### src/rtl/jogo_sequencia_uc.sv
// jogo_sequencia_uc -- control unit (Moore FSM) for the sequence-memory game.
// Sequences one round: clear the datapath, wait for a player move, register
// it, compare it with the memory word, then advance or finish.
// Optional feature: define JOGO_SEQUENCIA_UC_TIMEOUT_EN to enable the move
// timeout. This adds the fim_timeout state, the espera timeout exit, the
// zeraT/contaT drive and the timeout flag. Without the macro, fimT is ignored.
module jogo_sequencia_uc (
    input  logic       clock,
    input  logic       reset,
    input  logic       iniciar,
    input  logic       jogada,
    input  logic       igual,
    input  logic       fimC,
    input  logic       fimT,
    output logic       zeraC,
    output logic       contaC,
    output logic       zeraR,
    output logic       registraR,
    output logic       zeraT,
    output logic       contaT,
    output logic       pronto,
    output logic       acertou,
    output logic       errou,
    output logic       timeout,
    output logic [3:0] db_estado
);

    // State codes double as the debug code shown on db_estado
    localparam logic [3:0] INICIAL     = 4'h0;
    localparam logic [3:0] PREPARACAO  = 4'h1;
    localparam logic [3:0] ESPERA      = 4'h2;
    localparam logic [3:0] REGISTRA    = 4'h4;
    localparam logic [3:0] COMPARACAO  = 4'h5;
    localparam logic [3:0] PROXIMO     = 4'h6;
    localparam logic [3:0] FIM_ACERTO  = 4'hA;
    localparam logic [3:0] FIM_TIMEOUT = 4'hD;
    localparam logic [3:0] FIM_ERRO    = 4'hE;
    localparam logic [3:0] INVALIDO    = 4'hF;

    logic [3:0] estado_reg;
    logic [3:0] estado_next;

`ifndef JOGO_SEQUENCIA_UC_TIMEOUT_EN
    // With the timeout disabled fimT has no consumer; keep it visibly tied off
    logic unused_fimt;
    assign unused_fimt = fimT;
`endif

    // State register; reset returns to inicial without waiting for a clock edge
    always_ff @(posedge clock or posedge reset) begin
        if (reset) begin
            estado_reg <= INICIAL;
        end else begin
            estado_reg <= estado_next;
        end
    end

    // Next-state logic; iniciar only matters in inicial and the final states
    always_comb begin
        estado_next = INICIAL;
        case (estado_reg)
            INICIAL:     estado_next = iniciar ? PREPARACAO : INICIAL;
            PREPARACAO:  estado_next = ESPERA;
            ESPERA: begin
                // A move always beats an expiring timer in the same cycle
                if (jogada) begin
                    estado_next = REGISTRA;
`ifdef JOGO_SEQUENCIA_UC_TIMEOUT_EN
                end else if (fimT) begin
                    estado_next = FIM_TIMEOUT;
`endif
                end else begin
                    estado_next = ESPERA;
                end
            end
            REGISTRA:    estado_next = COMPARACAO;
            COMPARACAO: begin
                if (!igual) begin
                    estado_next = FIM_ERRO;
                end else if (fimC) begin
                    estado_next = FIM_ACERTO;
                end else begin
                    estado_next = PROXIMO;
                end
            end
            PROXIMO:     estado_next = ESPERA;
            FIM_ACERTO:  estado_next = iniciar ? PREPARACAO : FIM_ACERTO;
            FIM_ERRO:    estado_next = iniciar ? PREPARACAO : FIM_ERRO;
`ifdef JOGO_SEQUENCIA_UC_TIMEOUT_EN
            FIM_TIMEOUT: estado_next = iniciar ? PREPARACAO : FIM_TIMEOUT;
`endif
            // Unused encodings recover to inicial on the next edge
            default:     estado_next = INICIAL;
        endcase
    end

    // Moore output decode: every output depends on the current state only
    always_comb begin
        zeraC     = 1'b0;
        contaC    = 1'b0;
        zeraR     = 1'b0;
        registraR = 1'b0;
        zeraT     = 1'b0;
        contaT    = 1'b0;
        pronto    = 1'b0;
        acertou   = 1'b0;
        errou     = 1'b0;
        timeout   = 1'b0;
        db_estado = INVALIDO;
        case (estado_reg)
            INICIAL, PREPARACAO: begin
                zeraC     = 1'b1;
                zeraR     = 1'b1;
`ifdef JOGO_SEQUENCIA_UC_TIMEOUT_EN
                zeraT     = 1'b1;
`endif
                db_estado = estado_reg;
            end
            ESPERA: begin
`ifdef JOGO_SEQUENCIA_UC_TIMEOUT_EN
                contaT    = 1'b1;
`endif
                db_estado = estado_reg;
            end
            REGISTRA: begin
                registraR = 1'b1;
                db_estado = estado_reg;
            end
            COMPARACAO: begin
                db_estado = estado_reg;
            end
            PROXIMO: begin
                contaC    = 1'b1;
`ifdef JOGO_SEQUENCIA_UC_TIMEOUT_EN
                // Each new move gets a fresh timeout window
                zeraT     = 1'b1;
`endif
                db_estado = estado_reg;
            end
            FIM_ACERTO: begin
                pronto    = 1'b1;
                acertou   = 1'b1;
                db_estado = estado_reg;
            end
            FIM_ERRO: begin
                pronto    = 1'b1;
                errou     = 1'b1;
                db_estado = estado_reg;
            end
`ifdef JOGO_SEQUENCIA_UC_TIMEOUT_EN
            FIM_TIMEOUT: begin
                pronto    = 1'b1;
                timeout   = 1'b1;
                db_estado = estado_reg;
            end
`endif
            default: begin
                db_estado = INVALIDO;
            end
        endcase
    end

endmodule

### config.mk
export PLATFORM = sky130hd
export DESIGN_NAME = jogo_sequencia_uc
export DESIGN_NICKNAME = d
export VERILOG_FILES = /design/src/rtl/jogo_sequencia_uc.sv
export SDC_FILE = /design/constraint.sdc
export NUM_CORES = 1
export LEC_CHECK = 0
export CORE_AREA = 3 3 40 42
export DETAILED_ROUTE_END_ITERATION = 10
export DIE_AREA = 0 0 43 45
export PLACE_DENSITY = 0.67
export SLEW_MARGIN = 5
export SYNTH_ARGS = -nofsm -noshare
export SYNTH_HDL_FRONTEND = slang
export SYNTH_SLANG_ARGS = --single-unit
export TNS_END_PERCENT = 100
### constraint.sdc
create_clock -name clock -period 2.5 [get_ports clock]
set_input_delay 0.25 -clock clock [delete_from_list [all_inputs] [get_ports clock]]
set_output_delay 0.25 -clock clock [all_outputs]
set_load 0.02 [all_outputs]
==> flow_metrics.env, run 1 <==
export IMPL_classification_of_the_worst_setup_path="reg2out"
export IMPL_syn_inst=41
export IMPL_achievable_frequency_ghz=0.4769
export IMPL_die_area_um2=1935
export IMPL_hold_slack_ns=0.2003
export IMPL_timing_critical_path_cells="or3b_1 -> nor2_1 -> clkdlybuf4s50_1"
export IMPL_critical_path_cell_count=3
export IMPL_layout_worst_path_cycle_share_pct=83.88
export IMPL_grt_overflow_total=0
export IMPL_worstPathRequired_ns=2.25
export IMPL_cts_clk_slew_worst_paths_ns=0.04
export IMPL_vias=309
export IMPL_n_fill_cell=139
export IMPL_boundaryPins=21
export IMPL_layout_core_utilization_pct=38.75
export IMPL_floorplan_initialDensity_pct=25.51
export IMPL_final_cell_mix="clkdlybuf4s50_1 (16), dfrtp_1 (4)"
export IMPL_final_layout_size_suffix_gt1_share_pct=12.50
export IMPL_cts_max_path_buffers=2
export IMPL_synthesis_stage_register_bit_count=4
export IMPL_worst_r2r_cell_count=3
export IMPL_worst_skew_pair_late_latency_ns=0.23
export IMPL_cpPeakStageDelay_ns=0.61
export IMPL_maxCapViolations=0
export IMPL_multi_input_area_um2=185.2
export IMPL_area_growth_syn_to_layout_pct=51.91
export IMPL_report_final_setup_viol=0
export IMPL_synthesis_area_um2=327.8
export IMPL_synth_warnings=0
export IMPL_worstHoldPathType="in2async"
export IMPL_syn_mean_instance_area_um2=7.995
export IMPL_fp_coreArea_um2=1285
export IMPL_synth_largest_area_cell="dfrtp_1"
export IMPL_final_max_slew_violation_count=0
export IMPL_height_of_the_die_um=45
export IMPL_cp_num_buf_inv=1
export IMPL_stdcell_area_um2=498.0
export IMPL_post_cts_buffers=0
export IMPL_detail_route_vias_per_cell=4.352
export IMPL_report_power_total_mw=0.5587
export IMPL_synth_top_area_share_pct=30.53
export IMPL_drt_first_iter_violations=6
export IMPL_leakage_nw=0.2298
export IMPL_dr_pass1_iters=4
export IMPL_grt_total_usage_pct=8.271
export IMPL_grt_max_degree=14
export IMPL_io_buf_count=16
export IMPL_sequential_share_of_the_synthesized_area_pct=30.53
export IMPL_holdBufCountCts=0
export IMPL_critPathArrivalTime_ns=1.85
export IMPL_crit_path_max_fanout=13
export IMPL_critical_path_startpoint_type="register"
export IMPL_dpl_hpwl_um=553.9
export IMPL_leading_cell_type_in_the_layout_fill_and_taps_excluded="clkdlybuf4s50_1"
export IMPL_timing_critical_path_to_type="output pin"
export IMPL_number_of_antenna_violations_at_the_first_check_in_global_routing=0
export IMPL_period_minus_slack_ns=2.097
export IMPL_gp_congestion=0.7345
export IMPL_totalNegativeSetupSlack_ns=0
export IMPL_die_width_um=43
export IMPL_antenna_violating_nets_post_route=0
export IMPL_cell_family_with_most_cp_delay="buffers and inverters"
export IMPL_cts_repair_resize_count=0
export IMPL_outcome="finished, final reports clean"
export IMPL_cts_root_buf="clkbuf_4"
export IMPL_finalNetCount=65
export IMPL_num_cts_buffers=3
export IMPL_netlist_top_cells_area="dfrtp_1 (31%), buf_4 (9.2%), nor2b_1 (5.7%)"
export IMPL_final_hold_violation_count=0
export IMPL_power_ir_vdd_worst_mv=0.4367
export IMPL_overall_routed_net_length_um=735
export IMPL_post_drt_wl_per_cell_um=10.35
export IMPL_cts_max_level=1
export IMPL_slowest_stage="clkdlybuf4s50_1"
export IMPL_grt_pass1_vias=276
export IMPL_ys_types=26
export IMPL_sinks_on_clock_net=4
export IMPL_grt_setup_unrepaired="no"
export IMPL_grt_pass1_wl_mm=1.152
export IMPL_place_area_um2=475.5
export IMPL_final_setup_skew_ns=0.0003002
export IMPL_cts_tree="done"
export IMPL_regArea_um2=100.1
export IMPL_placementRows=13
export IMPL_number_of_antenna_repair_diodes=0
export IMPL_drc_errors=0
export IMPL_largest_register_ff_count=4
export IMPL_p_per_area_nw_per_um2=1122
## power by group
part | internal (mW) | switching [mW]
logic | 0.177 | 0.164
registers | 0.0874 | 0.0520
clock network | 0.0536 | 0.0249
total | 0.318 | 0.240
## cells in the mapped netlist (all sizes together)
cell type	n
nor3	1
nor2	2
conb	1
o21ai	2
or3b	1
a31o	1
nor3b	1
and2	1
or2	2
dfrtp	4
o21bai	1
clkbuf	1
nand2b	2
nand3	1
a22o	1
a21o	1
a21oi	3
and3	2
inv	3
nor2b	3
buf	5
a211o	2
## through the flow
step           setup slack (ns)  std cells
4_1_cts                  0.3959         71
2_1_floorplan            0.8945         43
3_5_place_dp             0.6512         68
5_1_grt                  0.2881         71
3_3_place_gp             0.6506         68
6_report                 0.4031         71
## kinds of logic after synthesis
| kind of cell | Yosys count | synth area share (%) |
|---|---|---|
| DFF | 4 | 30.54 |
| other | 1 | 1.144 |
| AOI/OAI and AO/OA | 11 | 23.28 |
| buffers and inverters | 9 | 15.26 |
| and+or+nand+nor | 16 | 29.77 |
## final timing paths
check | endpoint | start | slack, ns
max | registraR | estado_reg[3]$_DFF_PP0_ | 0.40
min | estado_reg[3]$_DFF_PP0_ | reset | 0.20
max reg2reg | estado_reg[3]$_DFF_PP0_ | estado_reg[3]$_DFF_PP0_ | 1.21
min reg2reg | estado_reg[0]$_DFF_PP0_ | estado_reg[0]$_DFF_PP0_ | 0.63
max in group asynchronous | estado_reg[1]$_DFF_PP0_ | reset | 2.16
min in group clock | estado_reg[0]$_DFF_PP0_ | estado_reg[0]$_DFF_PP0_ | 0.63
## area by class of cell
| type | count | area share (%) |
|---|---|---|
| multi-input combinational | 30 | 37.19 |
| timing repair buffer | 16 | 32.16 |
| sequential | 4 | 20.10 |
| clock buffer | 3 | 4.523 |
| tap | 15 | 3.769 |
| inverter | 3 | 2.261 |
## worst reg2reg max path: cells and delay by family, from the launching register on
kind,cells,cell delay (ns)
compound gates,2,0.31
simple gates,1,0.43
flops,1,0.48
## layer usage
metal,vias to the layer above,track usage [%],routed length [um]
li1,164,-,-
met4,0,1.807,0
met5,-,0,0
met3,0,5.976,88
met1,131,10.95,341
met2,14,10.78,305
Power figures use the tool's default switching activity.
==> run 2, diff against run 1 <==
--- a/config.mk
+++ b/config.mk
@@ -8,7 +8,7 @@
 export CORE_AREA = 3 3 40 42
 export DETAILED_ROUTE_END_ITERATION = 10
 export DIE_AREA = 0 0 43 45
-export PLACE_DENSITY = 0.67
+export PLACE_DENSITY = 0.69
 export SLEW_MARGIN = 5
 export SYNTH_ARGS = -nofsm -noshare
 export SYNTH_HDL_FRONTEND = slang
==> constraint.sdc (replaced) <==
create_clock -name clock -period 1.7 [get_ports clock]
set_input_delay 0.17 -clock clock [delete_from_list [all_inputs] [get_ports clock]]
set_output_delay 0.17 -clock clock [all_outputs]
set_load 0.02 [all_outputs]
==> run 2 against run 1 <==
Global-route usage increased by 0.74 points. Routed wire length grew 4.6%. Highest routed layer unchanged. Combinational power up 67%. Largest cell class is now buffers. Sequential share of layout area decreased by 1.5 points. First-iteration DRC count fell by 50%. Cell count is 9.9% higher. Via count is 4.2% higher. Register-to-register slack got worse by 0.80 ns. Clock power up 43%. Clock skew rose by 0.0043 ns. Die area did not move.
==> flow_metrics.env, run 2 (synthesis results as in run 1) <==
export IMPL_die_width_um=43
export IMPL_stdcell_area_um2=539.3
export IMPL_achievable_frequency_ghz=0.6374
export IMPL_final_hold_violation_count=0
export IMPL_crit_path_start="estado_reg[1]$_DFF_PP0_"
export IMPL_clockPowerShare_pct=13.3
export IMPL_post_drt_wl_per_cell_um=9.859
export IMPL_grt_max_degree=10
export IMPL_maxCapViolations=0
export IMPL_timing_critical_path_to_type="output pin"
export IMPL_seqPwrFrac_pct=19.4
export IMPL_grt_overflow_total=0
export IMPL_leakage_nw=0.3125
export IMPL_die_area_um2=1935
export IMPL_worst_skew_pair_late_latency_ns=0.23
export IMPL_number_of_antenna_violations_at_the_first_check_in_global_routing=0
export IMPL_grt_pass1_vias=333
export IMPL_cts_clk_slew_worst_paths_ns=0.04
export IMPL_final_cell_mix="dlygate4sd2_1 (9), buf_4 (7), clkdlybuf4s50_1 (5), dfrtp_1 (4)"
export IMPL_reg2reg_to="estado_reg[3]$_DFF_PP0_"
export IMPL_area_growth_syn_to_layout_pct=64.50
export IMPL_reg2reg_from="estado_reg[1]$_DFF_PP0_"
export IMPL_worstHoldPathType="in2async"
export IMPL_sinks_on_clock_net=4
export IMPL_pre_cts_slack_ns=0.04265
export IMPL_gp_congestion=0.8030
export IMPL_report_final_setup_viol=0
export IMPL_critical_path_startpoint_type="register"
export IMPL_final_layout_size_suffix_gt1_share_pct=25.40
export IMPL_largest_register_ff_count=4
export IMPL_crit_path_max_fanout=5
export IMPL_ff2ff_setup_slack_ns=0.41
export IMPL_detail_route_vias_per_cell=4.128
export IMPL_period_minus_slack_ns=1.569
export IMPL_internal_power_mw=0.4830
export IMPL_boundaryPins=21
export IMPL_cts_max_path_buffers=2
export IMPL_outcome="finished, final reports clean"
export IMPL_critPathArrivalTime_ns=1.40
export IMPL_totalNegativeSetupSlack_ns=0
export IMPL_placementRows=13
export IMPL_fp_coreArea_um2=1285
export IMPL_cts_root_buf="clkbuf_4"
export IMPL_switchingPower_mw=0.3633
export IMPL_num_cts_buffers=3
export IMPL_finalNetCount=72
export IMPL_final_setup_skew_ns=0.004633
export IMPL_grt_pass1_wl_mm=1.290
export IMPL_dpl_hpwl_um=634.6
export IMPL_number_of_antenna_repair_diodes=0
export IMPL_final_max_slew_violation_count=0
export IMPL_power_ir_vdd_worst_mv=0.7613
export IMPL_antenna_violating_nets_post_route=0
export IMPL_drc_errors=0
export IMPL_classification_of_the_worst_setup_path="reg2out"
export IMPL_endpoint="db_estado[1]"
export IMPL_layout_worst_path_cycle_share_pct=92.29
export IMPL_worst_r2r_cell_count=4
export IMPL_post_cts_buffers=0
export IMPL_worstPathRequired_ns=1.53
export IMPL_grt_setup_unrepaired="no"
export IMPL_drt_first_iter_violations=3
export IMPL_cts_max_level=1
export IMPL_layout_core_utilization_pct=41.97
export IMPL_combPwrFrac_pct=67.3
export IMPL_grt_total_usage_pct=9.015
export IMPL_leading_cell_type_in_the_layout_fill_and_taps_excluded="dlygate4sd2_1"
export IMPL_height_of_the_die_um=45
export IMPL_overall_routed_net_length_um=769
export IMPL_p_per_area_nw_per_um2=1569
export IMPL_switching_share_pct=42.93
export IMPL_final_setup_worst_slack_ns=0.1311
export IMPL_dr_pass1_iters=4
export IMPL_cts_tree="done"
export IMPL_io_buf_count=16
export IMPL_floorplan_initialDensity_pct=25.51
export IMPL_vias=322
export IMPL_place_area_um2=528.0
[run 2: changes by cell type in the layout (fill, tap and decap cells not counted)]
cell,before,now
clkdlybuf4s50_1,16,5
clkbuf_2,0,1
nor2b_1,3,2
dlymetal6s2s_1,0,1
buf_4,0,7
nor2b_2,0,1
dlygate4sd2_1,0,9
[run 2: layout make-up]
type,count,area [um2]
multi-input combinational,30,187.7
tap,15,18.77
inverter,3,11.26
fill,148,745.7
sequential,4,100.1
clock buffer,3,22.52
timing repair buffer,23,198.9
[run 2: through the flow]
step                hold WS (ns)  power [mW]  cells
global placement          0.3631      0.8008     75
detailed placement        0.3673      0.8017     75
finish                    0.1196      0.8463     78
floorplan               -0.06392      0.5125     43
CTS                       0.1178      0.8647     78
global route              0.1433      0.9267     78
[run 2: metal layers]
| layer | track usage [%] | share of wire (%) | vias up |
|---|---|---|---|
| li1 | - | - | 176 |
| met1 | 11.41 | 49 | 134 |
| met2 | 13.17 | 43 | 12 |
| met3 | 3.187 | 7.4 | 0 |
| met4 | 5.422 | 0 | 0 |
| met5 | 0 | 0 | - |
[run 2: what timing repair did]
item,in CTS,in global routing
hold buffers,0,0
resized for setup,11,3
setup endpoints to repair,10,2
[run 2: how the worst min path moves through the flow]
stage	startpoint	end	slack, ns	cells after the start
3_3_place_gp	reset	estado_reg[2]$_DFF_PP0_	0.36	2
4_1_cts	reset	estado_reg[3]$_DFF_PP0_	0.12	2
6_report	reset	estado_reg[3]$_DFF_PP0_	0.12	2
2_1_floorplan	reset	estado_reg[0]$_DFF_PP0_	-0.06	1
3_5_place_dp	reset	estado_reg[3]$_DFF_PP0_	0.37	2
5_1_grt	reset	estado_reg[3]$_DFF_PP0_	0.14	2
[run 2: worst max-delay path: stages (launching register included)]
cell and delay [ns]:
dfrtp_1 0.40, or2_2 0.32, buf_4 0.14, dlygate4sd2_1 0.31
[run 2: power groups by stage]
stage	clock [mW]	sequential [mW]	combinational, mW
floorplan	0	0.159	0.353
global placement	0	0.165	0.636
detailed placement	0	0.165	0.637
CTS	0.119	0.165	0.580
global route	0.123	0.173	0.631
finish	0.112	0.164	0.570
